File: config.mk
export PLATFORM = sky130hd
export DESIGN_NAME = dmem_arbiter
export DESIGN_NICKNAME = d
export VERILOG_FILES = /design/src/rtl/dmem_pkg.sv /design/src/rtl/rr_arb2.sv /design/src/rtl/dmem_arbiter.sv
export SDC_FILE = /design/constraint.sdc
export NUM_CORES = 1
export LEC_CHECK = 0
export ABC_AREA = 0
export CORE_AREA = 2 2 108 110
export DETAILED_ROUTE_END_ITERATION = 10
export DIE_AREA = 0 0 110 112
export GPL_TIMING_DRIVEN = 1
export MAX_ROUTING_LAYER = met4
export PLACE_DENSITY = 0.63
export SYNTH_ARGS = -nofsm -noshare
export SYNTH_HDL_FRONTEND = slang
export SYNTH_SLANG_ARGS = --single-unit
File: constraint.sdc
create_clock -name clk -period 1.8 [get_ports clk]
set_clock_uncertainty 0.2 [all_clocks]
set_input_delay 0.36 -clock clk [delete_from_list [all_inputs] [get_ports clk]]
set_output_delay 0.36 -clock clk [all_outputs]
set_load 0.05 [all_outputs]
File: src/rtl/dmem_pkg.sv
// Shared types and constants for the data-RAM arbiter slice.
package dmem_pkg;

    localparam int unsigned ADDR_W          = 20;
    localparam int unsigned DATA_W          = 32;
    localparam int unsigned BE_W            = DATA_W / 8;
    localparam int unsigned RAM_AW          = 17;
    localparam int unsigned DMEM_REGION_BIT = 19;

    typedef struct packed {
        logic              we;
        logic [ADDR_W-1:0] addr;
        logic [DATA_W-1:0] wdata;
        logic [BE_W-1:0]   be;
    } mem_req_t;

    typedef struct packed {
        logic              rvalid;
        logic              err;
        logic [DATA_W-1:0] rdata;
    } mem_rsp_t;

    typedef enum logic {
        PORT0 = 1'b0,
        PORT1 = 1'b1
    } port_e;

    // Access is rejected outside the data region or on a non-word-aligned address.
    function automatic logic addr_err(input logic [ADDR_W-1:0] addr);
        return !addr[DMEM_REGION_BIT] || (addr[1:0] != 2'b00);
    endfunction

endpackage

File: src/rtl/rr_arb2.sv
// Two-way round-robin arbiter; the pointer names the port that wins a tie.
module rr_arb2
    import dmem_pkg::*;
(
    input  logic       clk_i,
    input  logic       reset_i,
    input  logic [1:0] req_i,
    output logic [1:0] gnt_o
);

    port_e ptr_q;
    port_e ptr_d;

    always_ff @(posedge clk_i) begin
        if (reset_i) begin
            ptr_q <= PORT0;
        end else begin
            ptr_q <= ptr_d;
        end
    end

    // After any grant the tie-break favours the port that just lost.
    always_comb begin
        gnt_o = 2'b00;
        ptr_d = ptr_q;
        if (!reset_i) begin
            if (req_i == 2'b11) begin
                gnt_o = (ptr_q == PORT0) ? 2'b01 : 2'b10;
            end else begin
                gnt_o = req_i;
            end
        end
        if (gnt_o[0]) begin
            ptr_d = PORT1;
        end else if (gnt_o[1]) begin
            ptr_d = PORT0;
        end
    end

endmodule

File: src/rtl/dmem_arbiter.sv
// Shares the single-port data RAM between the LSU (port 0) and the debug/DMA loader (port 1).
module dmem_arbiter
    import dmem_pkg::*;
(
    input  logic              clk,
    input  logic              reset,

    input  logic              m0_req,
    input  logic              m0_we,
    input  logic [ADDR_W-1:0] m0_addr,
    input  logic [DATA_W-1:0] m0_wdata,
    input  logic [BE_W-1:0]   m0_be,
    output logic              m0_gnt,
    output logic              m0_rvalid,
    output logic [DATA_W-1:0] m0_rdata,
    output logic              m0_err,

    input  logic              m1_req,
    input  logic              m1_we,
    input  logic [ADDR_W-1:0] m1_addr,
    input  logic [DATA_W-1:0] m1_wdata,
    input  logic [BE_W-1:0]   m1_be,
    output logic              m1_gnt,
    output logic              m1_rvalid,
    output logic [DATA_W-1:0] m1_rdata,
    output logic              m1_err,

    output logic              ram_en,
    output logic              ram_we,
    output logic [RAM_AW-1:0] ram_addr,
    output logic [DATA_W-1:0] ram_wdata,
    output logic [BE_W-1:0]   ram_be,
    input  logic [DATA_W-1:0] ram_rdata
);

    mem_req_t   req0;
    mem_req_t   req1;
    mem_req_t   sel;
    logic [1:0] gnt;
    logic       any_gnt;
    logic       acc_err;

    logic       resp_valid_q,   resp_valid_d;
    port_e      resp_owner_q,   resp_owner_d;
    logic       resp_err_q,     resp_err_d;
    logic       resp_is_read_q, resp_is_read_d;

    mem_rsp_t   rsp;
    mem_rsp_t   rsp0;
    mem_rsp_t   rsp1;

    assign req0 = {m0_we, m0_addr, m0_wdata, m0_be};
    assign req1 = {m1_we, m1_addr, m1_wdata, m1_be};

    rr_arb2 u_arb (
        .clk_i   (clk),
        .reset_i (reset),
        .req_i   ({m1_req, m0_req}),
        .gnt_o   (gnt)
    );

    assign m0_gnt = gnt[0];
    assign m1_gnt = gnt[1];

    // Decode the winning request and drive the RAM strobe in the grant cycle.
    always_comb begin
        sel       = gnt[1] ? req1 : req0;
        any_gnt   = |gnt;
        acc_err   = addr_err(sel.addr);
        ram_en    = any_gnt && !acc_err;
        ram_we    = ram_en && sel.we;
        ram_addr  = sel.addr[RAM_AW+1:2];
        ram_wdata = sel.wdata;
        ram_be    = sel.we ? sel.be : {BE_W{1'b1}};
    end

    always_comb begin
        resp_valid_d   = any_gnt;
        resp_owner_d   = gnt[1] ? PORT1 : PORT0;
        resp_err_d     = acc_err;
        resp_is_read_d = !sel.we;
    end

    always_ff @(posedge clk) begin
        if (reset) begin
            resp_valid_q   <= 1'b0;
            resp_owner_q   <= PORT0;
            resp_err_q     <= 1'b0;
            resp_is_read_q <= 1'b0;
        end else begin
            resp_valid_q   <= resp_valid_d;
            resp_owner_q   <= resp_owner_d;
            resp_err_q     <= resp_err_d;
            resp_is_read_q <= resp_is_read_d;
        end
    end

    // Reset kills an in-flight response in the same cycle; RAM read data only for clean reads.
    always_comb begin
        rsp        = '0;
        rsp.rvalid = resp_valid_q && !reset;
        rsp.err    = rsp.rvalid && resp_err_q;
        rsp.rdata  = (rsp.rvalid && resp_is_read_q && !resp_err_q) ? ram_rdata : '0;
        rsp0       = (resp_owner_q == PORT0) ? rsp : '0;
        rsp1       = (resp_owner_q == PORT1) ? rsp : '0;
    end

    assign m0_rvalid = rsp0.rvalid;
    assign m0_err    = rsp0.err;
    assign m0_rdata  = rsp0.rdata;
    assign m1_rvalid = rsp1.rvalid;
    assign m1_err    = rsp1.err;
    assign m1_rdata  = rsp1.rdata;

endmodule

# After elaboration in Yosys (flattened, before gate mapping)
# Cells that the tools add are included.
dict set report classes {
  eq_ne 1
  mux 11
  n_reduce_logical 15
}
# op count
set ops {}
lappend ops {{$mux 34} 2}
lappend ops {{$mux 57} 1}
lappend ops {{$mux 32} 1}
lappend ops {{$logic_and 1x1->1} 6}
lappend ops {{$mux 2} 3}
lappend ops {{$logic_not 1->1} 5}
lappend ops {{$mux 4} 1}
lappend ops {{$reduce_bool 2->1} 2}
lappend ops {{$mux 1} 3}
lappend ops {{$eq 2x2->1 const B} 1}
lappend ops {{$reduce_or 2->1} 1}
lappend ops {{$logic_or 1x1->1} 1}
dict set report totals {
  regBits 5
  input_bits 150
  out_inout_bits 125
}

# Logic depth before layout (Yosys ltp)
# Gate-level depths: netlist of the first run.
dict set report depth {
  ltp_word 9
  mapped_depth 5
  depth_no_buf 4
}

# Modules after synthesis
# Synthesis of the first run repeated with hierarchy kept, for this count alone.
dict set report hier_totals {
  hier_cells 200
  area_unflattened_um2 1566.5
}
# mod instances cells_per_inst area_each_um2
set by_module_without_submodules {}
lappend by_module_without_submodules {dmem_arbiter 1 193 1497.7}
lappend by_module_without_submodules {rr_arb2 1 7 68.8}

# Worst setup path before layout of the first run
# No wires, ideal clock.
dict set report synth_path {
  path_kind {input port to output port}
  start {input port reset}
  end {output port m0_rdata[10]}
  t_arrival_ns 1.982
  required_time_ns 1.240
  setup_slack_ns -0.742
  cell_stages 4
  path_buffers 1
  path_cell_list {nor3b_2 > and3b_1 > clkbuf_2 > and2_1}
}
dict set report synth_between {
  elab_chain_cells 6
}
# item line
set synth_rtl {}
lappend synth_rtl {{start, declared} dmem_arbiter.sv:6} ;# input logic reset,
lappend synth_rtl {{$logic_not 1->1} --}
lappend synth_rtl {{$logic_and 1x1->1} dmem_arbiter.sv:101} ;# rsp.rvalid = resp_valid_q && !reset;
lappend synth_rtl {{$logic_and 1x1->1 (2 in a row)} dmem_arbiter.sv:103} ;# rsp.rdata = (rsp.rvalid && resp_is_read_q && !resp_err_q) ? ram_rdata : '0;
lappend synth_rtl {{$mux 32} dmem_arbiter.sv:103}
lappend synth_rtl {{$mux 34} dmem_arbiter.sv:104} ;# rsp0 = (resp_owner_q == PORT0) ? rsp : '0;
lappend synth_rtl {{end, declared} dmem_arbiter.sv:15} ;# output logic [DATA_W-1:0] m0_rdata,
# No other way between the ends.

# Worst setup path in the final report of the first run
dict set report layout_path {
  start {register u_arb.ptr_q}
  end {output port ram_addr[14]}
}
dict set report layout_between {
  elab_chain_cells 4
}
# item line
set layout_rtl {}
lappend layout_rtl {{start, declared} rr_arb2.sv:11} ;# port_e ptr_q;
lappend layout_rtl {{start signal, assigned} rr_arb2.sv:18} ;# ptr_q <= ptr_d;
lappend layout_rtl {{$mux 2} rr_arb2.sv:28} ;# gnt_o = (ptr_q == PORT0) ? 2'b01 : 2'b10;
lappend layout_rtl {{$mux 2} rr_arb2.sv:27} ;# if (req_i == 2'b11) begin
lappend layout_rtl {{$mux 2} rr_arb2.sv:26} ;# if (!reset_i) begin
lappend layout_rtl {{$mux 57} dmem_arbiter.sv:67} ;# sel = gnt[1] ? req1 : req0;
lappend layout_rtl {{end, declared} dmem_arbiter.sv:30} ;# output logic [RAM_AW-1:0] ram_addr,
# No other way between the ends.

==> impl_metrics.csv, run 1 <==
group,metric,value,unit
run_status,status,"finished, violations left",
run_status,violations,"setup timing",
logic_synthesis,yosysMostFrequentCell,"mux2_2",
placement,gp_congestion,0.8703,
critical_path,startpoint_type,"flip-flop",
logic_synthesis,yosys_warnings,0,
logic_synthesis,syn_avg_cell_area,8.766,um2
die,fp.dieH,112,um
critical_path,cpPeakStageDelay,320,ps
die,io_pins,275,
die,rows,39,
sta,hold_viol_final,0,
clocking,clkSinkCount,5,
global_route,antenna_found_initial,0,
critical_path,cp_top_family,"buffers and inverters",
routing,wl_per_cell,17.23,um
critical_path,path_buf_inv,3,
routing,wl,11060,um
clocking,clock_latency,230,ps
critical_path,worst-path-max-fanout,8,
clocking,ctsLongestPathBuffers,2,
logic_synthesis,async_flop_share,0,%
critical_path,cp_slowest_cell,"mux2_4",
clocking,clkTransAtPathRegs,30,ps
clocking,cts_tree,"done",
die,fp.dieArea,12320,um2
sta,fin_crit_sh,117.7,%
critical_path,endpoint,"ram_addr[14]",
power_and_ir_drop,leakagePower,3.027,nW
placement,portBuffers,274,
routing,drc_errors,0,
logic_synthesis,synth_common_cells,"mux2_2, and2_1, and2_4, buf_6, inv_1",
final_layout,drive_above_1_share,67.13,%
critical_path,cp-startpoint,"u_arb.ptr_q",
final_layout,layout.nets,650,
power_and_ir_drop,irDropWorstVdd,0.0003523,V
global_route,grt_pass1_wl,15590,um
logic_synthesis,synth-seq-cells,5,
critical_path,r2r_slack,210,ps
final_layout,register_area,103.9,um2
routing,routed_via_density,4.053,
critical_path,reg2reg_depth,8,
routing,vias,2602,
sta,rsz0062_at_grt,"true",
logic_synthesis,synth_cells,172,
sta,setup_tns,-32130,ps
sta,fmax,472.0,MHz
logic_synthesis,syn-num-nets,322,
critical_path,cpMostUsedCell,"buf_8",
logic_synthesis,synth.area.top_cells,"mux2_2, and2_1, and2_4",
sta,holdWs,298.2,ps
routing,drt-initial-drc-count,66,
clocking,numCtsBuffers,3,
routing,ant_nets,0,
logic_synthesis,synthFlopType,"dfxtp_1",
clocking,htree_levels,1,
critical_path,required,1240,ps
logic_synthesis,yosysSeqAreaShare,6.639,%
logic_synthesis,yosysTopAreaCell,"mux2_2",
global_route,grt_usage,17.32,%
sta,maxSlewViolCount,0,
critical_path,worstPathArrival,1560,ps
logic_synthesis,synth_top_area_share,36.60,%
critical_path,endpoint_kind,"output pin",
sta,min_period,2119,ps
sta,tightest_slew,274.2,ps
clocking,cts-root-buf,"clkbuf_16",
critical_path,worstSetupPathType,"reg2out",
sta,timing.final.ws_setup,-318.7,ps
global_route,grt-ovfl-total,0,
critical_path,crit_chain,"nand2b_4, nand2_8, buf_8, buf_8, mux2_4, buf_12",
logic_synthesis,yosysUniqueCellTypes,29,
final_layout,nFillCells,858,
critical_path,r2r_start,"u_arb.ptr_q",
placement,hpwlAfterDp,9031,um
power_and_ir_drop,p_per_area,322.8,nW/um2
die,design.core.area,11170,um2
logic_synthesis,syn_area,1508,um2
routing,dr.pass1.iters,4,
die,initial_utilization,13.49,%
sta,setup-violations-final,123,
critical_path,r2r_end,"resp_is_read_q",
sta,max_slew_margin,81.64,%
final_layout,antenna_cells,0,
global_route,grt_pass1_vias,2828,
critical_path,crit_cells,6,
die,die_w,110,um
final_layout,multiInputGateArea,1800,um2
run,drv_cap,0,
worst_hold_path,hold_class,"in2reg",
logic_synthesis,synth_edf_count,0,
final_layout,syn_to_final_growth,346.3,%
global_route,grt_max_degree,12,
-- kinds of logic after synthesis --
logic type,Yosys count,synth area share [%]
buffers and inverters,18,8.713
multiplexers,49,36.60
AO/OA/AOI/OAI,12,4.979
flip-flops,5,6.639
AND/OR/NAND/NOR,88,43.07
-- report_power, final --
part           total, W  switching, W  leakage (nW)  internal (W)
sequential     0.000128    0.00000772        0.0425      0.000120
clock          0.000365     0.0000715        0.0382      0.000293
combinational   0.00168      0.000720          2.95      0.000959
total           0.00217      0.000800          3.03       0.00137
-- placed cells by master, fill, tap and decap left out, drive strengths merged --
cell type / count
dlygate4sd2: 6
nand2b: 2
dfxtp: 5
nand2: 1
nor3b: 2
nor2: 2
o21ai: 1
or2: 1
nor2b: 2
o211ai: 1
mux2: 49
a211oi: 1
dlymetal6s2s: 1
clkdlybuf4s50: 137
inv: 7
o21a: 1
buf: 185
and2: 68
a21oi: 3
and3b: 7
a21boi: 1
nand4: 2
clkdlybuf4s15: 2
nor4b: 4
clkbuf: 4
a31oi: 4
-- through the flow --
step	worst slack [ps]	instance area, um2	power (W)	instances	utilization (%)
floorplan	-353.0	1896	0.0007842	172	-
global placement	-819.3	6091	0.001658	604	54.51
detailed placement	-852.4	6091	0.001672	604	54.51
CTS	-335.9	6685	0.002157	639	59.83
global route	-378.9	6729	0.002247	642	60.22
finish	-318.7	6729	0.002172	642	60.22
-- worst register-to-register path: stages (launching register included) --
cell and delay, ps:
dfxtp_2 310, nand2b_4 160, nand2_8 110, buf_6 120
buf_12 130, buf_6 110, inv_4 30, buf_4 120
a211oi_1 230
-- how the worst min path moves through the flow --
stage / from / slack, ps / end / depth (start not counted)
after CTS: m0_req / 290 / u_arb.ptr_q / 3
final: m0_req / 300 / u_arb.ptr_q / 3
after global placement: u_arb.ptr_q / 340 / u_arb.ptr_q / 2
after global routing: m0_req / 310 / u_arb.ptr_q / 3
after detailed placement: u_arb.ptr_q / 360 / u_arb.ptr_q / 2
after floorplan: reset / 230 / resp_is_read_q / 1
-- repair_timing --
item,CTS,global route
pin swaps,44,12
setup endpoints to repair,127,124
buffers inserted,23,14
cloned,8,0
hold buffers,0,0
gates resized for setup,86,29
-- state kept, by name, indices dropped and copies added (netlist names) --
signal and cells:
resp_err_q 1, resp_is_read_q 1, resp_owner_q 1, resp_valid_q 1, u_arb.ptr_q 1
-- cell type report --
class / count / share of cell area, %
well taps: 143 / 2.659
multi-input cells: 152 / 26.76
clock buffers: 4 / 1.171
repair buffers: 331 / 67.44
flip-flops and latches: 5 / 1.543
inverters: 7 / 0.4277
-- routing by layer --
metal  vias to the layer above  wire (um)  global-route usage (%)
li1                       1245          -                       -
met1                      1171       3416                   15.38
met2                       174       6397                   35.13
met3                        12       1008                   4.274
met4                         0        237                   3.966
met5                         -          0                       -
(Power assumes the default switching activity.)
==> run 2: changes to the inputs <==
Settings changed: DONT_BUFFER_PORTS set to 1, PLACE_DENSITY 0.63 to 0.31.
==> impl_metrics.csv, run 2 (same netlist as run 1, synthesis figures left out) <==
group,metric,value,unit
power_and_ir_drop,switching_share,46.04,%
power_and_ir_drop,power_frac_comb,62.8,%
sta,hold_viol_final,0,
sta,min_period,2030,ps
final_layout,final_cell_mix,"and2_4, mux2_4, buf_12",
sta,fin_crit_sh,112.8,%
sta,rsz0062_at_grt,"true",
die,fp.dieH,112,um
clocking,ctsLongestPathBuffers,2,
die,design.core.area,11170,um2
clocking,cts-root-buf,"clkbuf_16",
run_status,violations,"setup timing",
run,drv_cap,0,
run_status,status,"finished, violations left",
clocking,htree_levels,1,
routing,vias,1452,
global_route,grt_pass1_wl,8349,um
die,rows,39,
sta,setup_tns,-21650,ps
final_layout,layout.cells.most_common,"and2_4",
routing,routed_via_density,4.197,
power_and_ir_drop,p_int,0.0007098,W
power_and_ir_drop,p_per_area,489.2,nW/um2
sta,timing.final.ws_setup,-230.3,ps
critical_path,worstPathArrival,1470,ps
power_and_ir_drop,leakagePower,1.265,nW
final_layout,layout.nets,354,
clocking,cts_hold_buf,0,
routing,drc_errors,0,
clocking,clkTransAtPathRegs,30,ps
sta,setup-violations-final,120,
sta,tightest_slew,309.8,ps
global_route,grt_max_degree,21,
die,initial_utilization,13.49,%
routing,wl,6416,um
global_route,grt_usage,9.369,%
final_layout,utilization,24.06,%
global_route,grt_pass1_vias,1427,
global_route,grt-ovfl-total,0,
routing,ant_nets,0,
placement,hpwlAfterDp,5727,um
worst_hold_path,hold_class,"in2reg",
clocking,clkSinkCount,5,
clocking,cts_tree,"done",
global_route,antenna_found_initial,0,
die,die_w,110,um
placement,portBuffers,0,
final_layout,nFillCells,1184,
power_and_ir_drop,irDropWorstVdd,0.0002122,V
critical_path,worst-path-max-fanout,6,
clocking,numCtsBuffers,3,
sta,fmax,492.5,MHz
die,fp.dieArea,12320,um2
final_layout,antenna_cells,0,
critical_path,required,1240,ps
routing,dr.pass1.iters,2,
power_and_ir_drop,p_seq_share,9.6,%
final_layout,drive_above_1_share,89.66,%
sta,max_slew_margin,79.30,%
sta,maxSlewViolCount,0,
clocking,clock_latency,230,ps
critical_path,startpoint_type,"flip-flop",
routing,wl_per_cell,18.54,um
routing,drt-initial-drc-count,22,
power_and_ir_drop,p_clk_share,27.6,%
final_layout,syn_to_final_growth,78.34,%
placement,gp_congestion,0.7074,
power_and_ir_drop,p_switching,0.0006057,W
die,io_pins,275,
critical_path,worstSetupPathType,"reg2out",
critical_path,endpoint_kind,"output pin",
-- run 2: changes by cell type in the layout (fill, tap and decap cells not counted), sizes merged --
cell | previous run | this run
clkdlybuf4s15 | 2 | 0
dlygate4sd2 | 6 | 0
clkbuf | 4 | 5
clkdlybuf4s50 | 137 | 0
buf | 185 | 37
and3b | 7 | 4
dlymetal6s2s | 1 | 0
-- run 2: final timing paths --
check | from | endpoint | slack (ps) | depth (start not counted)
worst max register to register | u_arb.ptr_q | resp_is_read_q | 430 | 5
worst min-delay path | reset | resp_is_read_q | 30 | 1
worst min register to register | u_arb.ptr_q | u_arb.ptr_q | 430 | 3
worst max-delay path | u_arb.ptr_q | ram_addr[5] | -230 | 5
-- run 2: area by class of cell --
class	count	area (um2)	area share, %
Multi-Input combinational cell	149	1745	64.91
Timing Repair Buffer	38	555.5	20.66
Tap cell	143	178.9	6.654
Sequential cell	5	103.9	3.862
Clock buffer	4	78.83	2.932
Inverter	7	26.28	0.9772
-- run 2: stage by stage --
step | std cells | instance area [um2] | total power, W | hold WS, ps | setup slack (ps)
after floorplan | 172 | 1896 | 0.0007842 | 232.8 | -353.0
after CTS | 342 | 2592 | 0.001318 | 34.29 | -233.9
after global routing | 346 | 2689 | 0.001363 | 40.69 | -283.0
after global placement | 333 | 2295 | 0.0008904 | 269.3 | -179.4
after detailed placement | 333 | 2295 | 0.0008911 | 268.4 | -207.5
final | 346 | 2689 | 0.001315 | 33.63 | -230.3
-- run 2: critical path: stages, from the launching register on --
cell,delay (ps)
dfxtp_2,320
nand2b_4,160
nand2_8,90
buf_12,140
buf_4,140
mux2_4,390
-- run 2: power by group through the flow --
stage | clock, W | sequential (W) | combinational (W)
final | 0.000364 | 0.000126 | 0.000826
after global placement | 0 | 0.000126 | 0.000765
after global routing | 0.000384 | 0.000127 | 0.000852
after detailed placement | 0 | 0.000126 | 0.000765
after floorplan | 0 | 0.000125 | 0.000659
after CTS | 0.000374 | 0.000125 | 0.000819
-- run 2: timing repair --
item | in CTS | in global routing
gates resized for setup | 24 | 23
setup buffers | 6 | 7
cloned | 3 | 1
setup endpoints to repair | 122 | 121
pin swaps | 25 | 29
-- run 2: per-layer routing --
layer / wire (um) / part of all wire [%] / global-route usage, % / vias to the layer above
li1: - / - / - / 650
met1: 1929 / 30 / 8.703 / 643
met2: 3758 / 59 / 18.94 / 157
met3: 706 / 11 / 2.049 / 2
met4: 22 / 0.34 / 1.772 / 0
met5: 0 / 0 / - / -
